<file path="src/rtl/display_scan_ctrl_if.sv">
// Bus bundle between the display scan controller and its environment.
// Carries the scan controls, the counter value to show and the digit/anode/
// nibble outputs that feed the shared segment decoder and anode drivers.
//
// Signal contract: there is no valid/ready pair on this bus. en and lz_en are
// level controls sampled on every rising clk edge. bcd_in is a free-running
// value that is only captured at frame boundaries. Every output is a register
// that changes only on a rising clk edge or on asynchronous reset.
interface display_scan_ctrl_if;
  logic        en;          // scan enable, low forces display off
  logic        lz_en;       // leading-zero blanking enable
  logic [15:0] bcd_in;      // counter value, [15:12] is the leftmost digit
  logic [1:0]  digito;      // index of the scheduled digit
  logic [3:0]  an_n;        // active-low anode enables {d1,d2,d3,d4}
  logic [3:0]  bcd_out;     // snapshot nibble for the scheduled digit
  logic        frame_tick;  // one-cycle pulse at each frame wrap
  logic [1:0]  dbg_state;   // scan FSM state: 0 OFF, 1 BLANK, 2 ON

  // Environment side: drives controls and the value, observes the scan
  modport master (
    output en, lz_en, bcd_in,
    input  digito, an_n, bcd_out, frame_tick, dbg_state
  );

  // Controller side
  modport slave (
    input  en, lz_en, bcd_in,
    output digito, an_n, bcd_out, frame_tick, dbg_state
  );
endinterface

</file>
<file path="src/rtl/display_scan_ctrl.sv">
// Time-multiplexing scheduler for a 4-digit 7-segment display.
// Each digit gets an anode-off dead time (BLANK) followed by a lit dwell (ON).
// The counter value is captured once per frame so a digit never shows a mix
// of old and new values. Optional leading-zero blanking keeps the slot timing
// and only suppresses the anode.
module display_scan_ctrl #(
  parameter int ON_CYC    = 50000,  // cycles each digit is lit (>= 1)
  parameter int BLANK_CYC = 500,    // dead-time cycles before each digit (>= 0)
  parameter int CNT_W     = 16      // must hold max(ON_CYC, BLANK_CYC) - 1
) (
  input  logic                 clk,
  input  logic                 reset_n,
  display_scan_ctrl_if.slave   bus
);

  typedef enum logic [1:0] {
    ST_OFF   = 2'd0,
    ST_BLANK = 2'd1,
    ST_ON    = 2'd2
  } state_t;

  localparam bit              HAS_BLANK  = (BLANK_CYC > 0);
  localparam logic [CNT_W-1:0] ON_LAST    = CNT_W'(ON_CYC - 1);
  localparam logic [CNT_W-1:0] BLANK_LAST = CNT_W'((BLANK_CYC > 0) ? (BLANK_CYC - 1) : 0);

  state_t           state_q;
  logic [1:0]       digit_q;
  logic [3:0]       an_n_q;
  logic [3:0]       bcd_out_q;
  logic             frame_tick_q;
  logic [15:0]      snap_q;
  logic [CNT_W-1:0] cnt_q;

  // Look-ahead values used when an ON dwell ends
  logic [1:0]       digit_d;
  logic [15:0]      snap_d;
  logic             wrap_d;

  // Select the nibble for a digit index; index 0 is the most significant
  function automatic logic [3:0] nibble(input logic [15:0] v, input logic [1:0] idx);
    case (idx)
      2'd0:    return v[15:12];
      2'd1:    return v[11:8];
      2'd2:    return v[7:4];
      default: return v[3:0];
    endcase
  endfunction

  // Anode pattern for a lit slot, or all-off if the digit is a leading zero
  function automatic logic [3:0] lit_pattern(input logic [1:0] idx, input logic [15:0] v,
                                             input logic lz);
    logic z0;
    logic z1;
    logic z2;
    logic blank;
    z0 = (v[15:12] == 4'h0);
    z1 = z0 && (v[11:8] == 4'h0);
    z2 = z1 && (v[7:4] == 4'h0);
    case (idx)
      2'd0:    blank = lz && z0;
      2'd1:    blank = lz && z1;
      2'd2:    blank = lz && z2;
      default: blank = 1'b0;  // the last digit always shows, even for 0000
    endcase
    if (blank) return 4'b1111;
    return ~(4'b1000 >> idx);
  endfunction

  // Next digit and snapshot at the end of an ON dwell; a wrap reloads the snapshot
  always_comb begin
    wrap_d  = (digit_q == 2'd3);
    digit_d = digit_q + 2'd1;
    snap_d  = wrap_d ? bus.bcd_in : snap_q;
  end

  // Scan FSM with registered outputs; en low overrides any dwell-end transition
  always_ff @(posedge clk or negedge reset_n) begin
    if (!reset_n) begin
      state_q      <= ST_OFF;
      digit_q      <= 2'd0;
      an_n_q       <= 4'b1111;
      bcd_out_q    <= 4'h0;
      frame_tick_q <= 1'b0;
      snap_q       <= 16'h0000;
      cnt_q        <= '0;
    end else begin
      frame_tick_q <= 1'b0;
      if (!bus.en) begin
        state_q   <= ST_OFF;
        digit_q   <= 2'd0;
        cnt_q     <= '0;
        an_n_q    <= 4'b1111;
        bcd_out_q <= nibble(snap_q, 2'd0);
      end else begin
        case (state_q)
          ST_OFF: begin
            // Fresh snapshot on every start so a restart never shows stale data
            snap_q    <= bus.bcd_in;
            digit_q   <= 2'd0;
            cnt_q     <= '0;
            bcd_out_q <= bus.bcd_in[15:12];
            if (HAS_BLANK) begin
              state_q <= ST_BLANK;
              an_n_q  <= 4'b1111;
            end else begin
              state_q <= ST_ON;
              an_n_q  <= lit_pattern(2'd0, bus.bcd_in, bus.lz_en);
            end
          end

          ST_BLANK: begin
            if (cnt_q == BLANK_LAST) begin
              state_q <= ST_ON;
              cnt_q   <= '0;
              an_n_q  <= lit_pattern(digit_q, snap_q, bus.lz_en);
            end else begin
              cnt_q   <= cnt_q + 1'b1;
              an_n_q  <= 4'b1111;
            end
          end

          ST_ON: begin
            if (cnt_q == ON_LAST) begin
              cnt_q        <= '0;
              digit_q      <= digit_d;
              snap_q       <= snap_d;
              bcd_out_q    <= nibble(snap_d, digit_d);
              frame_tick_q <= wrap_d;
              if (HAS_BLANK) begin
                state_q <= ST_BLANK;
                an_n_q  <= 4'b1111;
              end else begin
                state_q <= ST_ON;
                an_n_q  <= lit_pattern(digit_d, snap_d, bus.lz_en);
              end
            end else begin
              // lz_en is re-evaluated every cycle; only the anode can change
              cnt_q  <= cnt_q + 1'b1;
              an_n_q <= lit_pattern(digit_q, snap_q, bus.lz_en);
            end
          end

          default: begin
            state_q <= ST_OFF;
            digit_q <= 2'd0;
            cnt_q   <= '0;
            an_n_q  <= 4'b1111;
          end
        endcase
      end
    end
  end

  assign bus.digito     = digit_q;
  assign bus.an_n       = an_n_q;
  assign bus.bcd_out    = bcd_out_q;
  assign bus.frame_tick = frame_tick_q;
  assign bus.dbg_state  = state_q;

endmodule

</file>
<file path="src/flat_wrapper.sv">
// flat-port wrapper written by rule: the top's interface ports become plain ports
module display_scan_ctrl_flat 
#(
  parameter int ON_CYC    = 50000,                                    
  parameter int BLANK_CYC = 500,                                                
  parameter int CNT_W     = 16                                             
)
  (clk, reset_n, bus_en, bus_lz_en, bus_bcd_in, bus_digito, bus_an_n, bus_bcd_out, bus_frame_tick, bus_dbg_state);
  display_scan_ctrl_if bus_i ();
  input  logic clk;
  input  logic reset_n;
  input wire logic [$bits(bus_i.en)-1:0] bus_en;
  input wire logic [$bits(bus_i.lz_en)-1:0] bus_lz_en;
  input wire logic [$bits(bus_i.bcd_in)-1:0] bus_bcd_in;
  output wire logic [$bits(bus_i.digito)-1:0] bus_digito;
  output wire logic [$bits(bus_i.an_n)-1:0] bus_an_n;
  output wire logic [$bits(bus_i.bcd_out)-1:0] bus_bcd_out;
  output wire logic [$bits(bus_i.frame_tick)-1:0] bus_frame_tick;
  output wire logic [$bits(bus_i.dbg_state)-1:0] bus_dbg_state;
  assign bus_i.en = bus_en;
  assign bus_i.lz_en = bus_lz_en;
  assign bus_i.bcd_in = bus_bcd_in;
  assign bus_digito = bus_i.digito;
  assign bus_an_n = bus_i.an_n;
  assign bus_bcd_out = bus_i.bcd_out;
  assign bus_frame_tick = bus_i.frame_tick;
  assign bus_dbg_state = bus_i.dbg_state;
  display_scan_ctrl #(.ON_CYC(ON_CYC), .BLANK_CYC(BLANK_CYC), .CNT_W(CNT_W)) u_core (.clk(clk), .reset_n(reset_n), .bus(bus_i));
endmodule
</file>
<file path="config.mk">
export PLATFORM = sky130hd
export DESIGN_NAME = display_scan_ctrl_flat
export DESIGN_NICKNAME = d
export VERILOG_FILES = /design/src/rtl/display_scan_ctrl_if.sv /design/src/rtl/display_scan_ctrl.sv /design/src/flat_wrapper.sv
export SDC_FILE = /design/constraint.sdc
export NUM_CORES = 1
export LEC_CHECK = 0
export ABC_CLOCK_PERIOD_IN_PS = 4000
export BUFFER_PORTS_ARGS = -buffer_cell sky130_fd_sc_hd__buf_2
export CAP_MARGIN = 20
export CORE_UTILIZATION = 55
export CTS_CLUSTER_DIAMETER = 80
export DETAILED_ROUTE_END_ITERATION = 6
export PLACE_DENSITY = 0.74
export SYNTH_ARGS = -nofsm -noshare
export SYNTH_HDL_FRONTEND = slang
export SYNTH_SLANG_ARGS = --single-unit
</file>
<file path="constraint.sdc">
create_clock -name clk -period 4 [get_ports clk]
set_input_delay 0.2 -clock clk [delete_from_list [all_inputs] [get_ports clk]]
set_output_delay 0.2 -clock clk [all_outputs]
set_load 0.005 [all_outputs]
</file>
# Yosys cells after proc, flatten, opt, wreduce, memory -nomap -nowiden
# Cells that the tools add are included.
dict set report word_totals {
  out_inout_bits 13
  inputBits 20
  elab_cells 85
  regBits 45
}
dict set report op_classes {
  bitwise 1
  muxes 44
  n_addsub 2
  n_eq_ne 14
  shift 1
  n_reduce_logical 16
}
# cell n
set op_table {}
lappend op_table {{16-bit two-way mux} 5}
lappend op_table {{16-bit case mux with 2 select lines} 2}
lappend op_table {{4-bit two-way mux} 9}
lappend op_table {{1-bit two-way mux} 17}
lappend op_table {{16-bit by 1-bit adder with 16-bit output (second input constant)} 1}
lappend op_table {{16-bit == test (second input constant)} 1}
lappend op_table {{16-bit by 9-bit == test with 1-bit output (second input constant)} 1}
lappend op_table {{4-bit case mux with 2 select lines} 2}
lappend op_table {{4-bit logical NOT} 3}
lappend op_table {{4-bit case mux with 3 select lines} 1}
lappend op_table {{2-bit two-way mux} 5}
lappend op_table {{2-bit == test (second input constant)} 4}
lappend op_table {{2-bit by 1-bit == test with 1-bit output (second input constant)} 3}
lappend op_table {{2-bit logical NOT} 3}
lappend op_table {{3-bit by 2-bit inequality test with 1-bit output (second input constant)} 2}
lappend op_table {{2-bit case mux with 3 select lines} 1}
lappend op_table {{2-bit AND reduction} 3}
lappend op_table {{1-bit logical AND} 5}
lappend op_table {{4-bit NOT} 1}
lappend op_table {{2-bit case mux with 2 select lines} 1}
lappend op_table {{4-bit by 2-bit >> shifter with 4-bit output (first input constant)} 1}
lappend op_table {{3-bit by 1-bit inequality test with 1-bit output (second input constant)} 1}
lappend op_table {{1-bit case mux with 3 select lines} 1}
lappend op_table {{3-bit AND reduction} 1}
lappend op_table {{other kinds (4)} 4}

# Logic depth before layout (Yosys ltp)
dict set report depth {
  word_depth 16
  mapped_depth 7
}

# Least setup slack after synthesis
# OpenSTA, ideal clock, no wires.
dict set report synth_timing {
  kind {register to register}
  startpoint {register u_core.state_q[0], in the netlist u_core.bus.dbg_state[0]}
  endpoint {register u_core.snap_q[0]}
  path_buffers 1
  setup_slack_ps 2008
  setup_ps 127
  path_stages_with_launch 8
  t_arrival_ps 1865
  cell_sequence {dfrtp_1 -> inv_1 -> ha_1 -> and4_1 -> nand4_2 -> a21oi_4 -> buf_6 -> mux2_1}
}
dict set report synth_between {
  elab_chain_len 3
  elab_cells_between_ends 6
  classes_between {eq/ne (2); mux (1); reduce/logical (3)}
}
# element line_no
set synth_rtl {}
lappend synth_rtl {{start: declaration} display_scan_ctrl.sv:26} ;# state_t state_q;
lappend synth_rtl {{start signal: assignment} display_scan_ctrl.sv:79} ;# state_q <= ST_OFF;
lappend synth_rtl {{start signal: assignment} display_scan_ctrl.sv:89} ;# state_q <= ST_OFF;
lappend synth_rtl {{start signal: assignment} display_scan_ctrl.sv:103} ;# state_q <= ST_BLANK;
lappend synth_rtl {{2-bit == test / 2-bit logical NOT (equally long branches)} --}
lappend synth_rtl {{2-bit by 1-bit inequality test with 1-bit output (no source line) / 2-bit nonzero test (equally long branches)} --}
lappend synth_rtl {{3-bit AND reduction (no source line)} --}
lappend synth_rtl {{end signal: assignment} display_scan_ctrl.sv:98} ;# snap_q <= bus.bcd_in;
lappend synth_rtl {{end signal: assignment} display_scan_ctrl.sv:126} ;# snap_q <= snap_d;
lappend synth_rtl {{end: declaration} display_scan_ctrl.sv:31} ;# logic [15:0] snap_q;
# Parallel ways exist; a longest one is shown, timed or not.
# A chain may end at the register's enable or synchronous reset.

# Final worst setup path
dict set report layout_timing {
  startpoint {register u_core.state_q[0], in the netlist u_core.bus.dbg_state[0]}
  endpoint {register u_core.snap_q[5]}
}
# The elaborated chain is that of the path after synthesis.

==> flow_summary.yaml <==
timing:
  period_minus_slack_ns: 2.249
  worstMarginPinSlew_ns: 0.6546
  maxSlewHeadroom: 0.5633
  drv_slew: 0
  worst_clock_skew_ns: 0.007279
  setup_violations: 0
  fin_tns_setup_ns: 0
  rsz0062_at_grt: "no"
  hold_viol: 0
  max_clock_freq_mhz: 444.6
  fin_crit_sh: 0.5623
critical_path:
  cp_data_arrival_time_ns: 2.44
  slowest_stage: "a21oi_4"
  crit_path_end_kind: "register"
  cp_max_fo: 16
  max_stage_delay_ns: 0.53
  cp.required_ns: 4.19
  crit_type: "register to register"
  crit_path_start_kind: "register"
  crit_chain: "inv_1, ha_1, and4_1, nand4_2, a21oi_4, mux2_2"
cts:
  cts_tree: "yes"
  insertion_delay_ns: 0.30
  cts-root-buf: "clkbuf_8"
  ctsHtreeMaxLevel: 2
  clkSlewWorstSetupHoldPaths_ns: 0.08
  cts_buffer_depth: 2
  cts.sinks: 45
  cts_inserted_buffers: 5
  ctsResizeCount: 0
global_routing:
  grt-ovfl-total: 0
  grt_max_degree: 46
  grt_pass1_wl_mm: 8.424
  antenna_found_initial: 0
  grt_use_total: 0.2185
  grt_pass1_vias: 1774
detailed_routing:
  vias_per_cell: 5.766
  initialDrtViolationCount: 136
  drcViolationCount: 0
  ant_nets: 0
  drtPass1Iterations: 4
  via_count: 1845
  routedWlPerCell_um: 15.01
  wl_mm: 4.803
power_and_ir_drop:
  p_int_uw: 971.2
  power_uw: 1424
  switchingPower_uw: 453.3
  power_frac_comb: 0.315
  power.share.sequential: 0.471
  p_leak_uw: 0.001245
  switching_share: 0.3182
  power.density_mw_per_mm2: 504.4
  clkPwrFrac: 0.214
  ir_drop_uv: 288.8
yosys:
  ys.flop_type: "dfrtp_1"
  synth_common_cells: "dfrtp_1, nor2_1, nand2_1"
  yosysMostFrequentCell: "dfrtp_1"
  synth_warnings: 0
  yosysSeqAreaShare: 0.4491
  synth_top_area_frac: 0.4074
  synth_nets: 269
  synth_top_area_cell: "dfrtp_1"
  syn_inst: 237
  async_flop_share: 1.000
  ys_seq_elements: 45
  synth_cell_types: 48
  yosys-top-cells-area: "dfrtp_1, mux2_1, ha_1"
  synth_edf_count: 0
  syn_area_per_cell_um2: 10.63
  synth_area_mm2: 0.002519
floorplanning:
  placementRows: 24
  die_w_um: 69.67
  io_pins: 33
  initial_core_util: 0.5745
  die_h_um: 69.67
  die_area_mm2: 0.004854
  core_mm2: 0.004384
hold_path:
  hold_class: "primary input to register"
final_layout:
  diodes: 0
  num-nets-final: 299
  layout-drive-gt1-share: 0.2239
  instances_no_fill: 320
  nFillCells: 380
  area_growth_pct: 12.12
job:
  drv_cap: 0
placement:
  gp_congestion: 0.8680
  dpl.cell_count: 310
  dpl.hpwl_mm: 3.502
  portBuffers: 32
status:
  status: "finished, final reports clean"
## layout make-up
class | count | area (um2) | share of cell area
tap | 52 | 65.06 | 0.02304
multi-input combinational | 169 | 1291 | 0.4572
clock inverter | 1 | 5.005 | 0.001772
clock buffer | 7 | 96.34 | 0.03412
inverter | 12 | 45.04 | 0.01595
timing repair buffer | 34 | 190.2 | 0.06735
sequential | 45 | 1131 | 0.4005
## cells by family after synthesis
kind of cell	count (synthesis)	share of synthesized area
and+or+nand+nor	70	0.1619
AOI/OAI and AO/OA	50	0.1381
DFF	45	0.4491
muxes	26	0.1148
buffers and inverters	23	0.03825
adders and majority gates	12	0.05961
xor gates and xnor gates	11	0.03825
## critical path: cells and delay by family (launching register included)
kind                     cells  cell delay, ns
buffers and inverters        1            0.10
multiplexers                 1            0.39
AND/OR/NAND/NOR              2            0.39
AO/OA/AOI/OAI                1            0.53
flip-flops                   1            0.43
adder cells (fa/ha/maj)      1            0.30
## path summary, 6_finish.rpt
kind,startpoint,to,slack [ns],cells after the start
setup reg to reg,u_core.bus.dbg_state[0],u_core.snap_q[5],1.75,6
max in group asynchronous,reset_n,u_core.bus.an_n[1],3.29,3
hold / removal,bus_bcd_in[3],u_core.snap_q[3],0.13,2
setup / recovery,u_core.bus.dbg_state[0],u_core.snap_q[5],1.75,6
min in group asynchronous,reset_n,u_core.cnt_q[6],0.24,2
hold reg to reg,u_core.snap_q[0],u_core.snap_q[0],0.49,1
## what timing repair did
| action | in CTS | in global routing |
|---|---|---|
| endpoints found under the hold margin | 0 | 41 |
| hold buffers | 0 | 1 |
| setup buffers | 0 | 0 |
| setup endpoints to repair | 0 | 0 |
## stage by stage
step | area [um2] | hold WS [ns] | util | setup slack (ns)
final | 2824 | 0.1255 | 0.6441 | 1.751
after global routing | 2824 | 0.1221 | 0.6441 | 1.557
after floorplan | 2519 | -0.09559 | - | 2.008
after CTS | 2794 | 0.1034 | 0.6373 | 1.734
after global placement | 2693 | 0.4212 | 0.6142 | 1.820
after detailed placement | 2693 | 0.4265 | 0.6142 | 1.746
## power by group through the flow
stage	logic, uW	clock network (uW)	registers [uW]
2_1_floorplan	328	0	665
3_3_place_gp	438	0	676
3_5_place_dp	447	0	681
4_1_cts	450	312	672
5_1_grt	504	330	689
6_report	448	305	671
## per-layer routing
layer	GRT usage	wire [um]	up-vias
li1	-	-	917
met1	0.3302	2463	886
met2	0.3172	2082	36
met3	0.04506	194	6
met4	0.06444	62	0
met5	0	0	-
## cell usage in the layout, fill, tap and decap left out, drive strengths merged, types with 6 or more instances in the layout
master and count:
xor2 6, nor2 16, ha 12, nand3 7
inv 12, nand2 15, mux2 23, dfrtp 41
o21ai 9, clkbuf 7, a21oi 13, and4 6
buf 33
## sequential cells by signal, summed over array words and instances, names as in the netlist
| register | flops |
|---|---|
| u_core.bus.dbg_state | 2 |
| u_core.bus.an_n | 4 |
| u_core.cnt_q | 16 |
| u_core.bus.frame_tick | 1 |
| u_core.bus.bcd_out | 4 |
| u_core.bus.digito | 2 |
| u_core.snap_q | 16 |
Power figures use the tool's default switching activity.
